==> src/rtl/chan_pkg.sv <==
// Shared definitions for the channel transmitter slice.
//   CHAN_WIDTH  : default packet width carried over the channel
//   tx_state_e  : transmitter FSM state encoding (also exported for debug)
//   clog2_f     : ceiling log2 helper for sizing pointers
package chan_pkg;

  localparam int unsigned CHAN_WIDTH = 11;

  typedef enum logic [1:0] {
    ST_IDLE    = 2'd0,
    ST_SETUP   = 2'd1,
    ST_REQ     = 2'd2,
    ST_RELEASE = 2'd3
  } tx_state_e;

  function automatic int unsigned clog2_f(input int unsigned n);
    int unsigned r;
    r = 0;
    while ((32'd1 << r) < n) r++;
    return r;
  endfunction

endpackage

==> src/rtl/sync_fifo.sv <==
// Small synchronous FIFO with first-word-fall-through read data.
// Ports:
//   clk, rst        : clock, synchronous active-high reset (empties the FIFO)
//   push_i, wdata_i : write request and data (ignored while full)
//   pop_i           : read request (ignored while empty)
//   rdata_o         : current head entry, valid while empty_o=0
//   full_o, empty_o : occupancy flags
module sync_fifo import chan_pkg::*; #(
  parameter int unsigned WIDTH = CHAN_WIDTH,
  parameter int unsigned DEPTH = 4
) (
  input  logic             clk,
  input  logic             rst,
  input  logic             push_i,
  input  logic [WIDTH-1:0] wdata_i,
  input  logic             pop_i,
  output logic [WIDTH-1:0] rdata_o,
  output logic             full_o,
  output logic             empty_o
);

  localparam int unsigned AW = clog2_f(DEPTH);

  // One extra pointer bit distinguishes full from empty when the
  // address bits are equal.
  logic [AW:0]      wr_ptr_q;
  logic [AW:0]      rd_ptr_q;
  logic [WIDTH-1:0] mem_q [DEPTH];
  logic             do_push;
  logic             do_pop;

  assign empty_o = (wr_ptr_q == rd_ptr_q);
  assign full_o  = (wr_ptr_q[AW] != rd_ptr_q[AW]) &&
                   (wr_ptr_q[AW-1:0] == rd_ptr_q[AW-1:0]);
  assign rdata_o = mem_q[rd_ptr_q[AW-1:0]];

  // Push uses the pre-edge full flag, so a pop on the same edge does not
  // make room for a push that was already refused.
  assign do_push = push_i && !full_o;
  assign do_pop  = pop_i && !empty_o;

  always_ff @(posedge clk) begin
    if (rst) begin
      wr_ptr_q <= '0;
      rd_ptr_q <= '0;
    end else begin
      if (do_push) begin
        mem_q[wr_ptr_q[AW-1:0]] <= wdata_i;
        wr_ptr_q <= wr_ptr_q + {{AW{1'b0}}, 1'b1};
      end
      if (do_pop) begin
        rd_ptr_q <= rd_ptr_q + {{AW{1'b0}}, 1'b1};
      end
    end
  end

endmodule

==> src/rtl/chan_tx.sv <==
// Clocked producer for a 4-phase bundled-data req/ack channel.
// Packets arrive on a valid/ready port, are buffered in a FIFO and then
// sent one at a time: data is set up, req raised, ack awaited, req
// dropped, ack release awaited.
// Ports:
//   clk, rst            : clock, synchronous active-high reset
//   in_data, in_valid   : packet input (accepted when in_ready=1)
//   in_ready            : FIFO not full
//   ch_req, ch_data     : channel request and bundled data (registered)
//   ch_ack              : channel acknowledge, asynchronous to clk
//   busy                : FIFO non-empty or a handshake in progress
//   sent_cnt            : completed handshakes, wraps
//   dbg_state           : current FSM state
// Handshake rules: an input packet transfers on a rising clk where
// in_valid=1 and in_ready=1; on the channel, ch_data is stable whenever
// ch_req=1 or the synchronized ack is 1, and a packet counts as sent once
// ack has returned to 0 after ch_req fell.
module chan_tx import chan_pkg::*; #(
  parameter int unsigned WIDTH = CHAN_WIDTH,
  parameter int unsigned DEPTH = 4,
  parameter int unsigned CNT_W = 16
) (
  input  logic             clk,
  input  logic             rst,
  input  logic [WIDTH-1:0] in_data,
  input  logic             in_valid,
  output logic             in_ready,
  output logic             ch_req,
  input  logic             ch_ack,
  output logic [WIDTH-1:0] ch_data,
  output logic             busy,
  output logic [CNT_W-1:0] sent_cnt,
  output tx_state_e        dbg_state
);

  tx_state_e        state_q;
  logic             ch_req_q;
  logic [WIDTH-1:0] ch_data_q;
  logic [CNT_W-1:0] sent_cnt_q;
  logic             ack_meta_q;
  logic             ack_s_q;

  logic             fifo_full;
  logic             fifo_empty;
  logic [WIDTH-1:0] fifo_rdata;
  logic             fifo_pop;

  sync_fifo #(
    .WIDTH (WIDTH),
    .DEPTH (DEPTH)
  ) u_fifo (
    .clk     (clk),
    .rst     (rst),
    .push_i  (in_valid && !fifo_full),
    .wdata_i (in_data),
    .pop_i   (fifo_pop),
    .rdata_o (fifo_rdata),
    .full_o  (fifo_full),
    .empty_o (fifo_empty)
  );

  // Two-flop synchronizer; the FSM only ever looks at ack_s_q.
  always_ff @(posedge clk) begin
    if (rst) begin
      ack_meta_q <= 1'b0;
      ack_s_q    <= 1'b0;
    end else begin
      ack_meta_q <= ch_ack;
      ack_s_q    <= ack_meta_q;
    end
  end

  // A new packet is taken only with the channel fully released (ack_s=0).
  // From IDLE this also blocks a stale ack left over from before a reset.
  always_comb begin
    fifo_pop = 1'b0;
    case (state_q)
      ST_IDLE, ST_RELEASE: fifo_pop = !fifo_empty && !ack_s_q;
      default:             fifo_pop = 1'b0;
    endcase
  end

  always_ff @(posedge clk) begin
    if (rst) begin
      state_q    <= ST_IDLE;
      ch_req_q   <= 1'b0;
      ch_data_q  <= '0;
      sent_cnt_q <= '0;
    end else begin
      case (state_q)
        ST_IDLE: begin
          if (fifo_pop) begin
            ch_data_q <= fifo_rdata;
            state_q   <= ST_SETUP;
          end
        end
        ST_SETUP: begin
          // Data has had one full cycle to settle before req rises.
          ch_req_q <= 1'b1;
          state_q  <= ST_REQ;
        end
        ST_REQ: begin
          if (ack_s_q) begin
            ch_req_q <= 1'b0;
            state_q  <= ST_RELEASE;
          end
        end
        ST_RELEASE: begin
          if (!ack_s_q) begin
            sent_cnt_q <= sent_cnt_q + {{(CNT_W-1){1'b0}}, 1'b1};
            if (fifo_pop) begin
              ch_data_q <= fifo_rdata;
              state_q   <= ST_SETUP;
            end else begin
              state_q <= ST_IDLE;
            end
          end
        end
        default: state_q <= ST_IDLE;
      endcase
    end
  end

  assign in_ready  = !fifo_full;
  assign ch_req    = ch_req_q;
  assign ch_data   = ch_data_q;
  assign sent_cnt  = sent_cnt_q;
  assign busy      = !fifo_empty || (state_q != ST_IDLE);
  assign dbg_state = state_q;

endmodule
==> config.mk <==
export PLATFORM = sky130hd
export DESIGN_NAME = chan_tx
export DESIGN_NICKNAME = d
export VERILOG_FILES = /design/src/rtl/chan_pkg.sv /design/src/rtl/sync_fifo.sv /design/src/rtl/chan_tx.sv
export SDC_FILE = /design/constraint.sdc
export NUM_CORES = 1
export LEC_CHECK = 0
export BUFFER_PORTS_ARGS = -buffer_cell sky130_fd_sc_hd__buf_4
export CAP_MARGIN = 20
export CORE_MARGIN = 3
export CORE_UTILIZATION = 55
export CTS_BUF_LIST = sky130_fd_sc_hd__clkbuf_4 sky130_fd_sc_hd__clkbuf_8
export DETAILED_ROUTE_END_ITERATION = 8
export PLACE_DENSITY_LB_ADDON = 0.1
export SETUP_SLACK_MARGIN = 0.02
export SKIP_LAST_GASP = 1
export SYNTH_ARGS = -nofsm -noshare
export SYNTH_HDL_FRONTEND = slang
export SYNTH_HIERARCHICAL = 1
export SYNTH_SLANG_ARGS = --single-unit
==> constraint.sdc <==
create_clock -name clk -period 7.35 [get_ports clk]
set_clock_uncertainty 0.05 [all_clocks]
set_input_delay 1.47 -clock clk [delete_from_list [all_inputs] [get_ports clk]]
set_output_delay 1.47 -clock clk [all_outputs]
set_load 0.05 [all_outputs]
# Word level (Yosys, flattened, before mapping)
# Memory sizes are Yosys's and may differ from the RTL's. A register that Yosys moved wholly into a read port is not among the register bits.
# Index checks and enable logic that the tools add are counted.
[totals] reg_bits=38 mem_bits_rw=44 inputBits=15 output_inout_bits=32 wordCells=56 mem_count=1
[memory_table] memory="u_fifo.mem_q" words=4 width=11 read_ports=1 rd_ports_with_merged_regs=1 wr=1 line="sync_fifo.sv:28" rtl="logic [WIDTH-1:0] mem_q [DEPTH];"
[op_classes] addsub=3 eq_ne=9 muxes=16 bitwise_logic=1 n_reduce_logical=18
[ops] op="11-bit 2-to-1 mux" count=2
[ops] op="11-bit case mux with 2 select lines" count=1
[ops] op="16-bit by 1-bit adder with 16-bit output (second input constant)" count=1
[ops] op="2-bit 2-to-1 mux" count=5
[ops] op="2-bit case mux with 4 select lines" count=1
[ops] op="3-bit by 1-bit adder with 3-bit output (second input constant)" count=2
[ops] op="1-bit 2-to-1 mux" count=6
[ops] op="2-bit AND reduction" count=3
[ops] op="2-bit nonzero test" count=3
[ops] op="1-bit logical AND" count=5
[ops] op="2-bit equality test (second input constant)" count=2
[ops] op="2-bit != test (second input constant)" count=2
[ops] op="3-bit equality test" count=1
[ops] op="1-bit zero test" count=3
[ops] op="3-bit AND reduction" count=1
[ops] op="2-bit by 1-bit equality test with 1-bit output (second input constant)" count=1
[ops] op="2-bit equality test" count=1
[ops] op="2-bit zero test" count=1
[ops] op="2-bit by 1-bit != test with 1-bit output (second input constant)" count=1
[ops] op="1-bit case mux with 2 select lines" count=1
[ops] op="2-bit OR reduction" count=1
[ops] op="1-bit logical OR" count=1
[ops] op="1-bit != test" count=1
[ops] op="1-bit NOT" count=1

# Longest topological paths before layout
[logic_depth] ltp_word=8 mapped_depth=9 depth_no_buf=7

# By module
# The synthesis kept the hierarchy.
[by_module_without_submodules] module="sync_fifo" n_inst=1 cells_each=127 area_each_um2=2172.1 seq_area_each_um2=1481.4
[by_module_without_submodules] module="chan_tx" n_inst=1 cells_each=148 area_each_um2=1391.3 seq_area_each_um2=640.6

# Worst setup path before layout
# OpenSTA, ideal clock, no wires.
[synth_timing] kind="input -> register" startpoint="input port in_valid" endpoint="memory u_fifo/mem_q[0][0] (netlist name), enable pin" setup_ps=400 arrival_time_ps=2863 required_ps=6900 setup_slack_ps=4036 stages=3 path_buffers=0 path_cell_list="nor2b_1 nand2b_1 a311oi_1"
[synth_via] elab_chain_cells=5
[synth_lines] element="from (decl)" line="chan_tx.sv:26" rtl="input logic in_valid,"
[synth_lines] element="1-bit logical AND" line="chan_tx.sv:54" rtl=".push_i (in_valid && !fifo_full),"
[synth_lines] element="1-bit logical AND" line="sync_fifo.sv:39" rtl="assign do_push = push_i && !full_o;"
[synth_lines] element="1-bit 2-to-1 mux" line="sync_fifo.sv:47" rtl="if (do_push) begin"
[synth_lines] element="1-bit 2-to-1 mux" line="sync_fifo.sv:43" rtl="if (rst) begin"
[synth_lines] element="1-bit 2-to-1 mux (not written as such)" line="sync_fifo.sv:48" rtl="mem_q[wr_ptr_q[AW-1:0]] <= wdata_i;"
[synth_lines] element="to (decl)" line="sync_fifo.sv:28"
# No other way between the ends.

# Worst setup path after layout
[layout_timing] startpoint="register u_fifo.rd_ptr_q[0]" endpoint="output port busy"
[layout_via] elab_chain_cells=3
[layout_lines] element="from (decl)" line="sync_fifo.sv:27" rtl="logic [AW:0] rd_ptr_q;"
[layout_lines] element="from (signal assigned)" line="sync_fifo.sv:52" rtl="rd_ptr_q <= rd_ptr_q + {{AW{1'b0}}, 1'b1};"
[layout_lines] element="3-bit equality test" line="sync_fifo.sv:32" rtl="assign empty_o = (wr_ptr_q == rd_ptr_q);"
[layout_lines] element="via fifo_empty" line="chan_tx.sv:44" rtl="logic fifo_empty;"
[layout_lines] element="1-bit zero test" line="chan_tx.sv:128" rtl="assign busy = !fifo_empty || (state_q != ST_IDLE);"
[layout_lines] element="1-bit logical OR" line="chan_tx.sv:128"
[layout_lines] element="to (decl)" line="chan_tx.sv:31" rtl="output logic busy,"
# The timed path passes the listed nets, and every way through them passes these cells.

==> results.txt <==
The flow ran to the end, and the final reports show no timing, DRC or antenna violations. Setup violations remaining at the end of the flow were counted as 0. In this design, the largest share of critical-path delay is due to simple AND/OR/NAND/NOR gates.

Share of post-route cells with drive strength above 1: 0.246. The met2 capacity usage during global routing was 0.267; the number of nets still failing antenna checks after routing was 0. Measured along the x axis, the die boundary spans 86.5 um.

The basic-gate share of the synthesized area counting and, or, nand and nor cells came out at 0.130. For the synthesized area, the log shows 3560 um^2. The dominant register cell in the synthesized netlist is edfxtp_1. The proportion of synthesized flip-flops having asynchronous set or reset was 0; the total routing resource utilization after global routing was 0.179. The worst setup path is launched from a flip-flop. The initial antenna violation count is 0. The sequential cells in the finished layout cover a total of 2120 um^2. The setup check on the worst reg-to-reg path leaves a slack of 4.37 ns. The share of Yosys cell area claimed by the top area cell type is 0.371.

After synthesis, the most frequently instantiated cells are edfxtp_1, dfxtp_1, nor2_1, mux2i_1. The startpoint identified for the worst register-to-register timing path is u_fifo/wr_ptr_q[1]$_SDFFE_PP0P_. Area of the die: 7480 um^2.

The run gives 275 as the number of instances in the synthesized netlist. For this run, design rule violations remaining after detail routing come to 0. The cell type of the slowest stage on the worst timing path is xnor2_1. Part of the cycle the worst path needs: 0.493. Library cell occupying the most area in the post-synthesis netlist: edfxtp_1. The transition time at the pin with the least slew margin is 1.08 ns, and the effective utilization at floorplan is 0.585.

Once the clock tree was built, the resizer swapped 0 gates to a different size. Summed over all nets, the switching power comes to 527 uW. For this block, the routed nets add up to 6.29 mm of wire. For the wire length of the first global-routing pass, the log shows 10.3 mm. Setup repair after global routing left no endpoint under its margin. For the number of CTS-inserted buffers, the log shows 9. For this run, the slowest stage of the critical path takes 0.55 ns. The floorplan die height was 86.5 um; the detailed-route via count was 2239. The number of top-level design ports is 47. Most frequently used cell type in the post-synthesis netlist: edfxtp_1. When the netlist entered floorplanning its net count stood at 301. Worst hold-check path type: flip-flop to flip-flop.

The multiplexer share of the synthesized area was 0.106; the combined buffer and inverter count along the critical path was 1. For the worst relative slew slack, the log shows 0.280. The peak supply drop was 212 uV. The power per standard cell area is 349 nW/um^2, and the number of cell rows is 28.

The count of filler cells inserted in the layout was 462; the cell-internal power was 933 uW. By area the synthesized netlist is led by edfxtp_1, dfxtp_1, mux4_2, ha_1, mux2i_1. The cell that appears most often on the critical path is nand2_1. Across the run, the number of max-cap violations was 0. Routing layer with the top usage in global route: met2.

After clock tree synthesis, the clock-pin slew on the worst setup and hold paths is 0.08 ns. After detailed routing, the average wire length per cell comes to 15.6 um. The post-synthesis compound-gate area fraction is 0.0632, and the adder-cell share of the synthesized area is 0.0386.

The reg-to-reg endpoint is u_fifo/mem_q[0][2]$_DFFE_PP_. The final hold violation count was 0. In this run the deepest clock path goes through 2 buffers. The iteration-0 DRC count of the detailed router is 122. The routing usage on met3 is 0.0494. After synthesis, the largest family of logic cells by area is simple AND/OR/NAND/NOR gates. The multi-input combinational cells in the finished layout cover a total of 1350 um^2. For this design, the CTS-stage hold fixing added 0 buffers. The sequential power share was 0.418; the fraction of power spent switching nets was 0.361. Data on the critical path is required at its endpoint by 5.83 ns. Post-CTS timing repair inserted 0 buffers for setup. Data arrives at the worst endpoint at 2.11 ns. Synthesis inferred 84 register bits. Global routing finished with a remaining overflow of 0. Input and output buffers added on the ports amount to 46. Depth of the worst register-to-register path: 6.

The run gives 4 as the iteration count of the initial detailed-routing pass. The logs give 0 for the antenna cell count and 6100 um^2 for the area of the placeable core. In this run the clock root is driven by a clkbuf_8. The clock drives 84 sinks.

The final HPWL from detailed placement came out at 4.32 mm. The startpoint identified for the worst hold timing path is ack_meta_q$_SDFF_PP0_. The number of enable flip-flop cells after synthesis is 44, and the parity-gate share of the synthesized area counting xor and xnor cells is 0.0393. The number of pins with negative max-slew slack in the final report came out at 0. Largest net degree at the start of global routing: 44. The logs give 0.687 for the core utilization of the finished layout and 0.252 for the clock network power share. The relative area change from synthesis to final layout is 17.5%. The worst setup path is captured at an output pin. Via count of the first global-routing pass: 2084. TritonCTS built the clock tree.

The number of H-tree branching levels came out at 3. In this run the static leakage power is 0.00154 uW. After the last flow step, the layout net total stands at 350. The fmax is 276 MHz, and the placer congestion estimate is 0.816.

The maximum net fanout on the critical path was 8; the number of library cell types mapped by synthesis was 45. The sequential area share after synthesis was 0.596; the mean number of vias per cell was 5.54. The type of the setup path with the least slack is flip-flop to output pin. The combinational fraction of design power is 0.331. The number of synthesis warnings came out at 6.

Subtracting the final worst setup slack from the clock period gives 3.63 ns. The critical path goes through xnor2_1, nand2_1, nor2_1, nand2_1, buf_4. At the later pin of the worst-skew pair, clock insertion delay measures 0.35 ns.

The depth of the worst hold-timing path was 1. The tools report the end of the worst hold path as ack_s_q$_SDFF_PP0_. The post-synthesis average cell area is 13.0 um^2.

The total negative slack was 0 ns. The met1 layer usage reported by global route is 0.251.
cell type report:
cell class,count,area share
sequential,84,0.507
multi-input combinational,171,0.322
timing repair buffer,47,0.0843
clock buffer,9,0.0296
clock inverter,7,0.0245
tap,75,0.0224
inverter,11,0.00987
cell usage in the layout (no fill, tap or decap), types with 2 or more instances in the layout:
cell       instances
a21oi_1            8
a31oi_1            3
a41oi_1            2
and2_1             3
buf_4             47
bufinv_16          2
clkbuf_8           9
dfxtp_1           40
edfxtp_1          44
ha_1              11
inv_1             11
inv_6              3
mux2i_1           13
mux4_2            11
nand2_1           10
nand3_1            6
nand3b_1           2
nand4_1            4
nor2_1            29
nor2b_1            6
nor3_1             3
nor3b_1            4
nor4_1             3
o211ai_1           5
o21ai_0           10
or3_1              5
or4_1              2
xnor2_1           11
xor2_1             5
flip-flops by register name, indices dropped and copies added (netlist names), named ones only:
signal           cells
ch_req               1
dbg_state            2
ack_s_q              1
sent_cnt            16
u_fifo/mem_q        44
u_fifo/wr_ptr_q      3
ch_data             11
u_fifo/rd_ptr_q      3
ack_meta_q           1
cell families (layout without fill, tap and decap cells):
group           Yosys count  count (layout)
compound gates           35              35
xor+xnor                 16              16
fa+ha+maj                11              11
buf+inv                  20              74
flops                    84              84
mux                      24              24
simple gates             85              85
through the flow:
step	setup slack, ns	instance area [um^2]	hold WS (ns)	power [uW]	std cells
floorplan	4.04	3560	0.364	977	275
global placement	3.94	3960	0.367	1100	388
detailed placement	3.91	3960	0.375	1100	388
CTS	3.73	4190	0.395	1470	404
global route	3.57	4190	0.418	1540	404
finish	3.72	4190	0.394	1460	404
power by group through the flow:
stage	sequential (uW)	clock [uW]	combinational (uW)
CTS	611	376	485
floorplan	710	0	267
finish	610	367	483
global placement	620	0	479
global route	621	396	520
detailed placement	622	0	483
worst reg2reg max path, stage by stage (launching register included):
cell and delay [ns]:
dfxtp_1 0.52, xnor2_1 0.24, nand2_1 0.22, nor2_1 0.09, nor2b_1 0.39, nand2b_1 0.16
a311oi_2 0.93
how the worst max path moves through the flow:
stage                                    startpoint                            to  slack, ns  cells past startpoint
global route        u_fifo/rd_ptr_q[0]$_SDFFE_PP0P_                          busy       3.57                      5
CTS                 u_fifo/rd_ptr_q[0]$_SDFFE_PP0P_                          busy       3.73                      5
global placement                           in_valid  u_fifo/mem_q[0][3]$_DFFE_PP_       3.94                      4
floorplan                                  in_valid  u_fifo/mem_q[0][0]$_DFFE_PP_       4.04                      3
detailed placement                         in_valid  u_fifo/mem_q[0][3]$_DFFE_PP_       3.91                      4
finish              u_fifo/rd_ptr_q[0]$_SDFFE_PP0P_                          busy       3.72                      5
layer usage:
| layer | vias to the layer above | routed length (um) | part of all wire |
|---|---|---|---|
| met2 | 50 | 2880 | 0.46 |
| li1 | 1119 | - | - |
| met5 | - | 0 | 0 |
| met4 | 0 | 91 | 0.014 |
| met1 | 1062 | 3030 | 0.48 |
| met3 | 8 | 300 | 0.048 |
No activity file was read; power rests on OpenSTA's default activity.
